`config.mk`:
```
export PLATFORM = sky130hd
export DESIGN_NAME = pellet_tracker
export DESIGN_NICKNAME = d
export VERILOG_FILES = /design/src/rtl/pellet_tracker.sv
export SDC_FILE = /design/constraint.sdc
export NUM_CORES = 1
export LEC_CHECK = 0
export BUFFER_PORTS_ARGS = -buffer_cell sky130_fd_sc_hd__buf_2
export CELL_PAD_IN_SITES_DETAIL_PLACEMENT = 1
export CELL_PAD_IN_SITES_GLOBAL_PLACEMENT = 1
export CORE_ASPECT_RATIO = 0.75
export CORE_MARGIN = 8
export CORE_UTILIZATION = 38
export DETAILED_ROUTE_END_ITERATION = 8
export PLACE_DENSITY = 0.79
export SYNTH_ARGS = -nofsm -noshare
export SYNTH_HDL_FRONTEND = slang
export SYNTH_SLANG_ARGS = --single-unit
```
`constraint.sdc`:
```
create_clock -name clk -period 4.45 [get_ports clk]
set_clock_uncertainty 0.15 [all_clocks]
set_input_delay 0.89 -clock clk [delete_from_list [all_inputs] [get_ports clk]]
set_output_delay 0.89 -clock clk [all_outputs]
set_load 0.05 [all_outputs]
```
`src/rtl/pellet_tracker.sv`:
```
// Pellet map bookkeeping: holds dot/power-pellet maps, clears cells as Pac-Man eats,
// tracks remaining pellets and a saturating score, and flags level completion.
module pellet_tracker #(
    parameter int                     COLS     = 18,
    parameter int                     ROWS     = 5,
    parameter int                     XW       = 5,
    parameter int                     YW       = 5,
    parameter logic [ROWS*COLS-1:0]   DOT_INIT = '0,
    parameter logic [ROWS*COLS-1:0]   PWR_INIT = '0,
    parameter int                     DOT_PTS  = 10,
    parameter int                     PWR_PTS  = 50,
    parameter int                     SCORE_W  = 16
) (
    input  logic                             clk,
    input  logic                             rst_n,
    input  logic [1:0]                       scene,
    input  logic                             eat_tick,
    input  logic [XW-1:0]                    pac_x,
    input  logic [YW-1:0]                    pac_y,
    output logic [ROWS*COLS-1:0]             dot_map,
    output logic [ROWS*COLS-1:0]             pwr_map,
    output logic [$clog2(ROWS*COLS+1)-1:0]   pellet_cnt,
    output logic [SCORE_W-1:0]               score,
    output logic                             dot_eaten,
    output logic                             pwr_eaten,
    output logic                             all_clear
);
    localparam int NC = ROWS * COLS;
    localparam int CW = $clog2(NC + 1);
    localparam int IW = (NC > 1) ? $clog2(NC) : 1;
    localparam logic [SCORE_W-1:0] SCORE_MAX = {SCORE_W{1'b1}};

    function automatic int popcnt(input logic [NC-1:0] v);
        int c;
        c = 0;
        for (int i = 0; i < NC; i++) c += int'(v[i]);
        return c;
    endfunction

    localparam logic [CW-1:0] INIT_CNT = CW'(popcnt(DOT_INIT | PWR_INIT));

    typedef enum logic [1:0] {IDLE, LOADED, PLAY, DONE} state_t;
    state_t state;

    logic                    in_range;
    logic [IW-1:0]           idx;
    logic                    pwr_hit, dot_hit, eat_ok;
    logic [SCORE_W+31:0]     pts_sum;
    logic [SCORE_W-1:0]      score_next;

    always_comb begin
        in_range = (int'(pac_x) < COLS) && (int'(pac_y) < ROWS);
        idx      = IW'(int'(pac_x) + int'(pac_y) * COLS);
        pwr_hit  = in_range && pwr_map[idx];
        dot_hit  = in_range && dot_map[idx];
        eat_ok   = (scene == 2'b01) && eat_tick && (pwr_hit || dot_hit);
        // Power pellet takes precedence; the maps are disjoint anyway.
        pts_sum  = {32'd0, score} + (SCORE_W+32)'(pwr_hit ? PWR_PTS : DOT_PTS);
        score_next = (pts_sum > {32'd0, SCORE_MAX}) ? SCORE_MAX : pts_sum[SCORE_W-1:0];
    end

    always_ff @(posedge clk or negedge rst_n) begin
        if (!rst_n) begin
            state      <= IDLE;
            dot_map    <= '0;
            pwr_map    <= '0;
            pellet_cnt <= '0;
            score      <= '0;
            dot_eaten  <= 1'b0;
            pwr_eaten  <= 1'b0;
            all_clear  <= 1'b0;
        end else begin
            dot_eaten <= 1'b0;
            pwr_eaten <= 1'b0;
            if (scene == 2'b00) begin
                // Reload beats everything, including a same-cycle eat.
                state      <= LOADED;
                dot_map    <= DOT_INIT;
                pwr_map    <= PWR_INIT;
                pellet_cnt <= INIT_CNT;
                score      <= '0;
                all_clear  <= 1'b0;
            end else begin
                case (state)
                    LOADED: if (scene == 2'b01) state <= PLAY;
                    PLAY: begin
                        if (pellet_cnt == '0) begin
                            state     <= DONE;
                            all_clear <= 1'b1;
                        end else if (eat_ok) begin
                            if (pwr_hit) begin
                                pwr_map[idx] <= 1'b0;
                                pwr_eaten    <= 1'b1;
                            end else begin
                                dot_map[idx] <= 1'b0;
                                dot_eaten    <= 1'b1;
                            end
                            pellet_cnt <= pellet_cnt - CW'(1);
                            score      <= score_next;
                            if (pellet_cnt == CW'(1)) begin
                                state     <= DONE;
                                all_clear <= 1'b1;
                            end
                        end
                    end
                    default: ;
                endcase
            end
        end
    end
endmodule

```
---- After elaboration in Yosys (flattened, before gate mapping) ----
Cells that the tools add are included.
storage, ports and cells
  memories kept ........................... 0
  ROM bits ................................ 0
  bits in latches ......................... 0
  word-level logic and storage cells ...... 96
  bits in writable memories ............... 0
  output and inout bits ................... 206
  input port bits ......................... 15
  bits in registers ....................... 208
cells by class
  reductions and logical operators ........ 20
  equal/unequal tests ..................... 9
  order comparisons ....................... 5
  multiply operators ...................... 1
  bitwise logic cells ..................... 3
  muxes and demuxes ....................... 47
  shift operators ......................... 0
  div/mod/pow operators ................... 0
  $add $sub $neg .......................... 3
operator list
  operator                                                                      count
  90-bit two-way mux                                                            10
  90-bit bitwise AND                                                            2
  90-bit NOT                                                                    1
  16-bit two-way mux                                                            5
  7-bit two-way mux                                                             4
  1-bit two-way mux                                                             18
  16-bit by 6-bit adder with 17-bit output                                      1
  17-bit by 16-bit > comparator with 1-bit output, second input constant        1
  1-bit binary-select mux with 7-bit select                                     2
  4-bit AND reduction                                                           3
  2-bit two-way mux                                                             5
  3-bit nonzero test                                                            3
  7-bit by 8-bit less-than comparator with 1-bit output, second input constant  1
  4-bit inequality test, second input constant                                  2
  5-bit by 7-bit adder with 7-bit output                                        1
  1-bit demux with 7-bit select                                                 1
  7-bit by 1-bit equality test with 1-bit output, second input constant         1
  7-bit by 1-bit >= comparator with 1-bit output, second input constant         1
  7-bit zero test                                                               1
  7-bit by 1-bit subtractor with 7-bit output, second input constant            1
  1-bit logical AND                                                             6
  5-bit by 4-bit multiplier with 6-bit output, second input constant            1
  6-bit two-way mux                                                             1
  3-bit AND reduction                                                           2
  other kinds (11)                                                              14

---- Depth between registers and ports, before layout ----
  depth in word-level cells ............... 13
  depth in mapped cells ................... 24
  depth with buffers taken out ............ 20

---- Least setup slack after synthesis ----
OpenSTA, ideal clock, no wires.
  path kind ............................... in2reg
  start ................................... in pac_x[1]
  end ..................................... reg score[0]
  stages .................................. 23
  setup slack ............................. -1,396 ps
  setup time .............................. 132 ps
  data required time ...................... 4,168 ps
  path buffers ............................ 4
  arrival time ............................ 5,564 ps
  path through ............................ ha_1 > inv_1 > fa_1 > buf_2 > buf_4 > nand2_1 > o32ai_1 > a211o_1 > a222oi_1 > a21oi_1 > or4_4 > ha_1 > a21o_1 > a211oi_1 > nor4_1 > o211a_1 > o2111ai_1 > and2_1 > clkbuf_1 > clkbuf_1 > inv_1 > a21oi_1 > nor2_1
on the way
  longest elaborated chain between the ends .. 12
  elaborated cells on any way between the ends .. 21
  those cells by class .................... add/sub (2); order compare (2); mux (10); reduce/logical (7)
ends and longest elaborated chain
  item                                             RTL line  text
  from (decl)                                      18        input logic [XW-1:0] pac_x,
  5-bit by 7-bit adder with 7-bit output           53        idx = IW'(int'(pac_x) + int'(pac_y) * COLS);
  1-bit binary-select mux with 7-bit select        54        pwr_hit = in_range && pwr_map[idx];
  1-bit two-way mux (implied by the code)          54
  1-bit logical AND                                54
  6-bit two-way mux                                58        pts_sum = {32'd0, score} + (SCORE_W+32)'(pwr_hit ? PWR_PTS : DOT_PTS);
  16-bit by 6-bit adder with 17-bit output         58
  17-bit by 16-bit > comparator with 1-bit output  59        score_next = (pts_sum > {32'd0, SCORE_MAX}) ? SCORE_MAX : pts_sum[SCORE_W-1:0];
  16-bit two-way mux                               59
  16-bit two-way mux                               90        end else if (eat_ok) begin
  16-bit two-way mux                               87        if (pellet_cnt == '0) begin
  16-bit two-way mux                               84        case (state)
  16-bit two-way mux                               75        if (scene == 2'b00) begin
  to (signal assigned)                             99        score <= score_next;
  to (decl)                                        23        output logic [SCORE_W-1:0] score,
Several ways; a longest one is shown, not always the timed one. The select of a mux whose other input is x is not followed.
A chain may end at the register's enable or synchronous reset.

---- Worst setup path after layout ----
  start ................................... in pac_y[0]
  end ..................................... reg score[6]
on the way
  longest elaborated chain between the ends .. 13
  elaborated cells on any way between the ends .. 22
  those cells by class .................... add/sub (2); mul (1); order compare (2); mux (10); reduce/logical (7)
ends and longest elaborated chain
  item                                             RTL line  text
  from (decl)                                      19        input logic [YW-1:0] pac_y,
  5-bit by 4-bit multiplier with 6-bit output      53
  5-bit by 7-bit adder with 7-bit output           53
  1-bit binary-select mux with 7-bit select        54
  1-bit two-way mux (implied by the code)          54
  1-bit logical AND                                54
  6-bit two-way mux                                58
  16-bit by 6-bit adder with 17-bit output         58
  17-bit by 16-bit > comparator with 1-bit output  59
  16-bit two-way mux                               59
  16-bit two-way mux                               90
  16-bit two-way mux                               87
  16-bit two-way mux                               84
  16-bit two-way mux                               75
Several ways; a longest one is shown, not always the timed one. The select of a mux whose other input is x is not followed.

==> summary.txt <==
Run status
  – Status: finished with violations
  – Failing checks: negative setup slack

Timing
  – Tmin final: 5.239 ns
  – Setup Total Neg Slack: -11.53 ns
  – Max transition margin: 16.03%
  – Fin. max-slew vios: 0
  – FMAX: 190.9 MHz
  – Final setup fails: 16
  – RSZ-0062 raised after global routing: yes
  – Fin crit share: 117.7%
  – Final worst-path setup slack: -0.7887 ns
  – Worst-Margin Slew: 1.255 ns
  – Final hold viol count: 0

Worst setup path
  – FF-to-FF Start: pwr_map[41]
  – Register-to-Register Path Depth: 15
  – R2R Setup Slk: 0.15 ns
  – CP Capture Type: flip-flop
  – FF-to-FF End: score[6]
  – Crit path kind: input pin to flip-flop
  – CP required: 4.69 ns
  – Arrival @ worst endpoint: 5.47 ns
  – CP Launch Type: input pin
  – Maximum fanout along the worst path: 8

Route
  – Remaining DRCs: 0
  – Routed WL: 45.48 mm
  – Initial DRC Count: 890
  – Total number of vias: 10.57k
  – Drt via density: 5.886
  – Post-route ant nets: 0
  – First-pass detailed-route iteration total: 5
  – Per-cell routed wire length: 25.34 µm

Power and ir drop
  – Psw: 1.327 mW
  – Comb power frac: 18.4%
  – PD cells: 335.6 nW/µm²
  – Sw frac: 28.06%
  – VDD IR max: 294.6 µV
  – Internal power: 3.401 mW
  – Lkg Pwr: 7.195 nW
  – Share of total power in sequential cells: 40.2%
  – Clock Power Share: 41.4%

Finish
  – Ant. Diodes: 0
  – Area grow syn2layout: 34.30%
  – Commonest non-fill, non-tap cell in the layout: buf_2
  – Area of the multi-input gates: 4942 µm²
  – Share of cells above drive strength 1: 35.46%
  – # fillers: 3,132
  – Sequential cell area: 5205 µm²
  – Layout net count: 1,463
  – Commonest non-fill, non-tap cells in the layout: 217 x buf_2, 208 x nand2_1, 208 x dfrtp_1, 197 x a21oi_1, 151 x buf_4

Die
  – Io pins: 221
  – FP Rows: 52
  – Core area: 27,070 µm²
  – Die area: 33,230 µm²
  – Die Y: 159.9 µm
  – Starting density of the core: 38.75%
  – Die X: 207.8 µm

Clocking
  – Clock Pin Slew Worst Setup and Hold Paths: 0.07 ns
  – Clk_lat worst skew: 0.53 ns
  – CTS tree: built
  – Clock Sinks: 208
  – H-tree depth: 1
  – CTS root buf: clkbuf_16
  – # hold bufs at CTS: 0
  – CTS Buf Count: 23
  – Clock Tree Buf Depth: 3

Yosys
  – Post-synth EDFFs: 0
  – Yosys top cell by area: dfrtp_1
  – Post-Syn Nets: 1,126
  – Yosys top cell area share: 49.63%
  – Sequential area share after synthesis: 49.63%
  – Syn Std Cell Area: 10,490 µm²
  – Async S/R FF share, synth: 100.0%
  – Post-Synthesis Cells: 1,094
  – Count of cell types in the netlist: 74
  – Dominant cells by area after synthesis: dfrtp_1 50%, a21oi_1 9.5%, nand2_1 7.6%
  – Synth warnings: 0
  – Post-synth top flop: dfrtp_1
  – Syn_area_per_cell: 9.586 µm²
  – Synthesis-stage register bit count: 208

Place
  – Count of buffers from port buffering: 220
  – Routability cong.: 0.8903
  – HPWL Detailed: 33.53 mm
  – DP Worst Slack: -1.482 ns

Global route
  – GRT Overall Usage: 26.18%
  – Largest net degree at the start of global routing: 102
  – First-pass GRT wire length: 68.87 mm
  – Initial antenna violation count: 0
  – Total congestion overflow: 0
  – Vias in the first global route: 11.03k

Worst hold path
  – Hold Path Class: input pin to asynchronous set/reset pin

Job
  – MaxCap Viol Count: 0
==> stage by stage <==
step                      cells  instance area [µm²]  util (%)  hold slack [ns]  power [mW]
final                      1795                14080     52.04           0.3345       4.727
after floorplan            1094                10610         -           0.3363       2.338
after global placement     1741                13050     48.21           0.3530       2.704
after global routing       1795                14080     52.04           0.3870       4.850
after CTS                  1788                13980     51.64           0.3668       4.697
after detailed placement   1741                13050     48.21           0.3566       2.718
==> worst max-delay path by stage <==
stage	from	end	cells past startpoint
after floorplan	pac_x[1]	score[5]	23
after global placement	pac_x[1]	score[6]	23
after detailed placement	pac_x[1]	score[9]	23
after CTS	pac_y[0]	score[10]	23
after global routing	pac_y[0]	score[3]	24
final	pac_y[0]	score[6]	23
==> final cells by class <==
type / count / share of cell area, %
clock buffers: 33 / 4.779
clock inverters: 5 / 0.5774
inverters: 18 / 0.4797
multi-input cells: 786 / 35.09
flip-flops and latches: 208 / 36.95
well taps: 351 / 3.118
repair buffers: 394 / 19.00
==> power groups by stage <==
stage | clock [mW] | combinational [mW] | sequential, mW
6_report | 1.96 | 0.870 | 1.90
5_1_grt | 2.04 | 0.911 | 1.90
4_1_cts | 1.97 | 0.826 | 1.90
3_5_place_dp | 0 | 0.785 | 1.93
3_3_place_gp | 0 | 0.771 | 1.93
2_1_floorplan | 0 | 0.399 | 1.94
==> cell usage after synthesis (7+ instances only) <==
library cell and count:
o22ai_1 24, a21oi_1 200, nor2_1 53, xnor2_1 8, buf_4 12, and3_1 10
nand2_1 211, buf_6 13, nand2b_1 16, buf_2 18, clkbuf_1 38, o21ai_0 22
and2_1 7, o21a_1 7, a211oi_1 11, ha_1 16, o221ai_1 10, inv_1 18
nand3_1 9, mux2i_1 26, dfrtp_1 208, nor2_4 7, nor3_1 12, mux2_2 17
==> layer usage <==
| metal | track usage [%] | up-vias | share of wire (%) |
|---|---|---|---|
| li1 | - | 4550 | - |
| met1 | 35.38 | 5440 | 43 |
| met2 | 40.90 | 478 | 45 |
| met3 | 7.100 | 98 | 9.1 |
| met4 | 7.276 | 0 | 2.9 |
| met5 | 0 | - | 0 |
==> sequential cells by signal, indices dropped and copies added (netlist names) <==
name and cells:
dot_eaten 1, pwr_map 90, dot_map 90, score 16, pellet_cnt 7, all_clear 1
pwr_eaten 1, state 2
==> kinds of logic (layout without fill, tap and decap cells) <==
| logic type | after synthesis | in the layout | synth area share [%] |
|---|---|---|---|
| and+or+nand+nor | 366 | 366 | 15.92 |
| DFF | 208 | 208 | 49.63 |
| adders and majority gates | 17 | 17 | 2.100 |
| AOI/OAI and AO/OA | 337 | 337 | 19.34 |
| buffers and inverters | 100 | 450 | 5.309 |
| xor gates and xnor gates | 15 | 15 | 1.575 |
| muxes | 51 | 51 | 6.132 |
==> timing repair <==
| action | in CTS | in global routing |
|---|---|---|
| endpoints found under the setup margin | 16 | 113 |
| pin swaps | 29 | 17 |
| resized for setup | 30 | 11 |
| buffers inserted | 9 | 7 |
==> critical path, cell delays in order <==
cell and delay, ns:
buf_8 0.10, ha_4 0.15, inv_2 0.05, fa_1 0.43, buf_6 0.16, buf_6 0.13, buf_12 0.12, nand2_4 0.06
o32ai_2 0.07, a211o_1 0.27, a222oi_1 0.34, a21oi_1 0.15, or4_4 0.61, ha_4 0.25, a21o_1 0.20, a211oi_4 0.40
nor4_2 0.09, o211a_1 0.24, o2111ai_2 0.18, and2_4 0.19, buf_6 0.13, and4_1 0.21, nor3_1 0.05
Power figures use the tool's default switching activity.
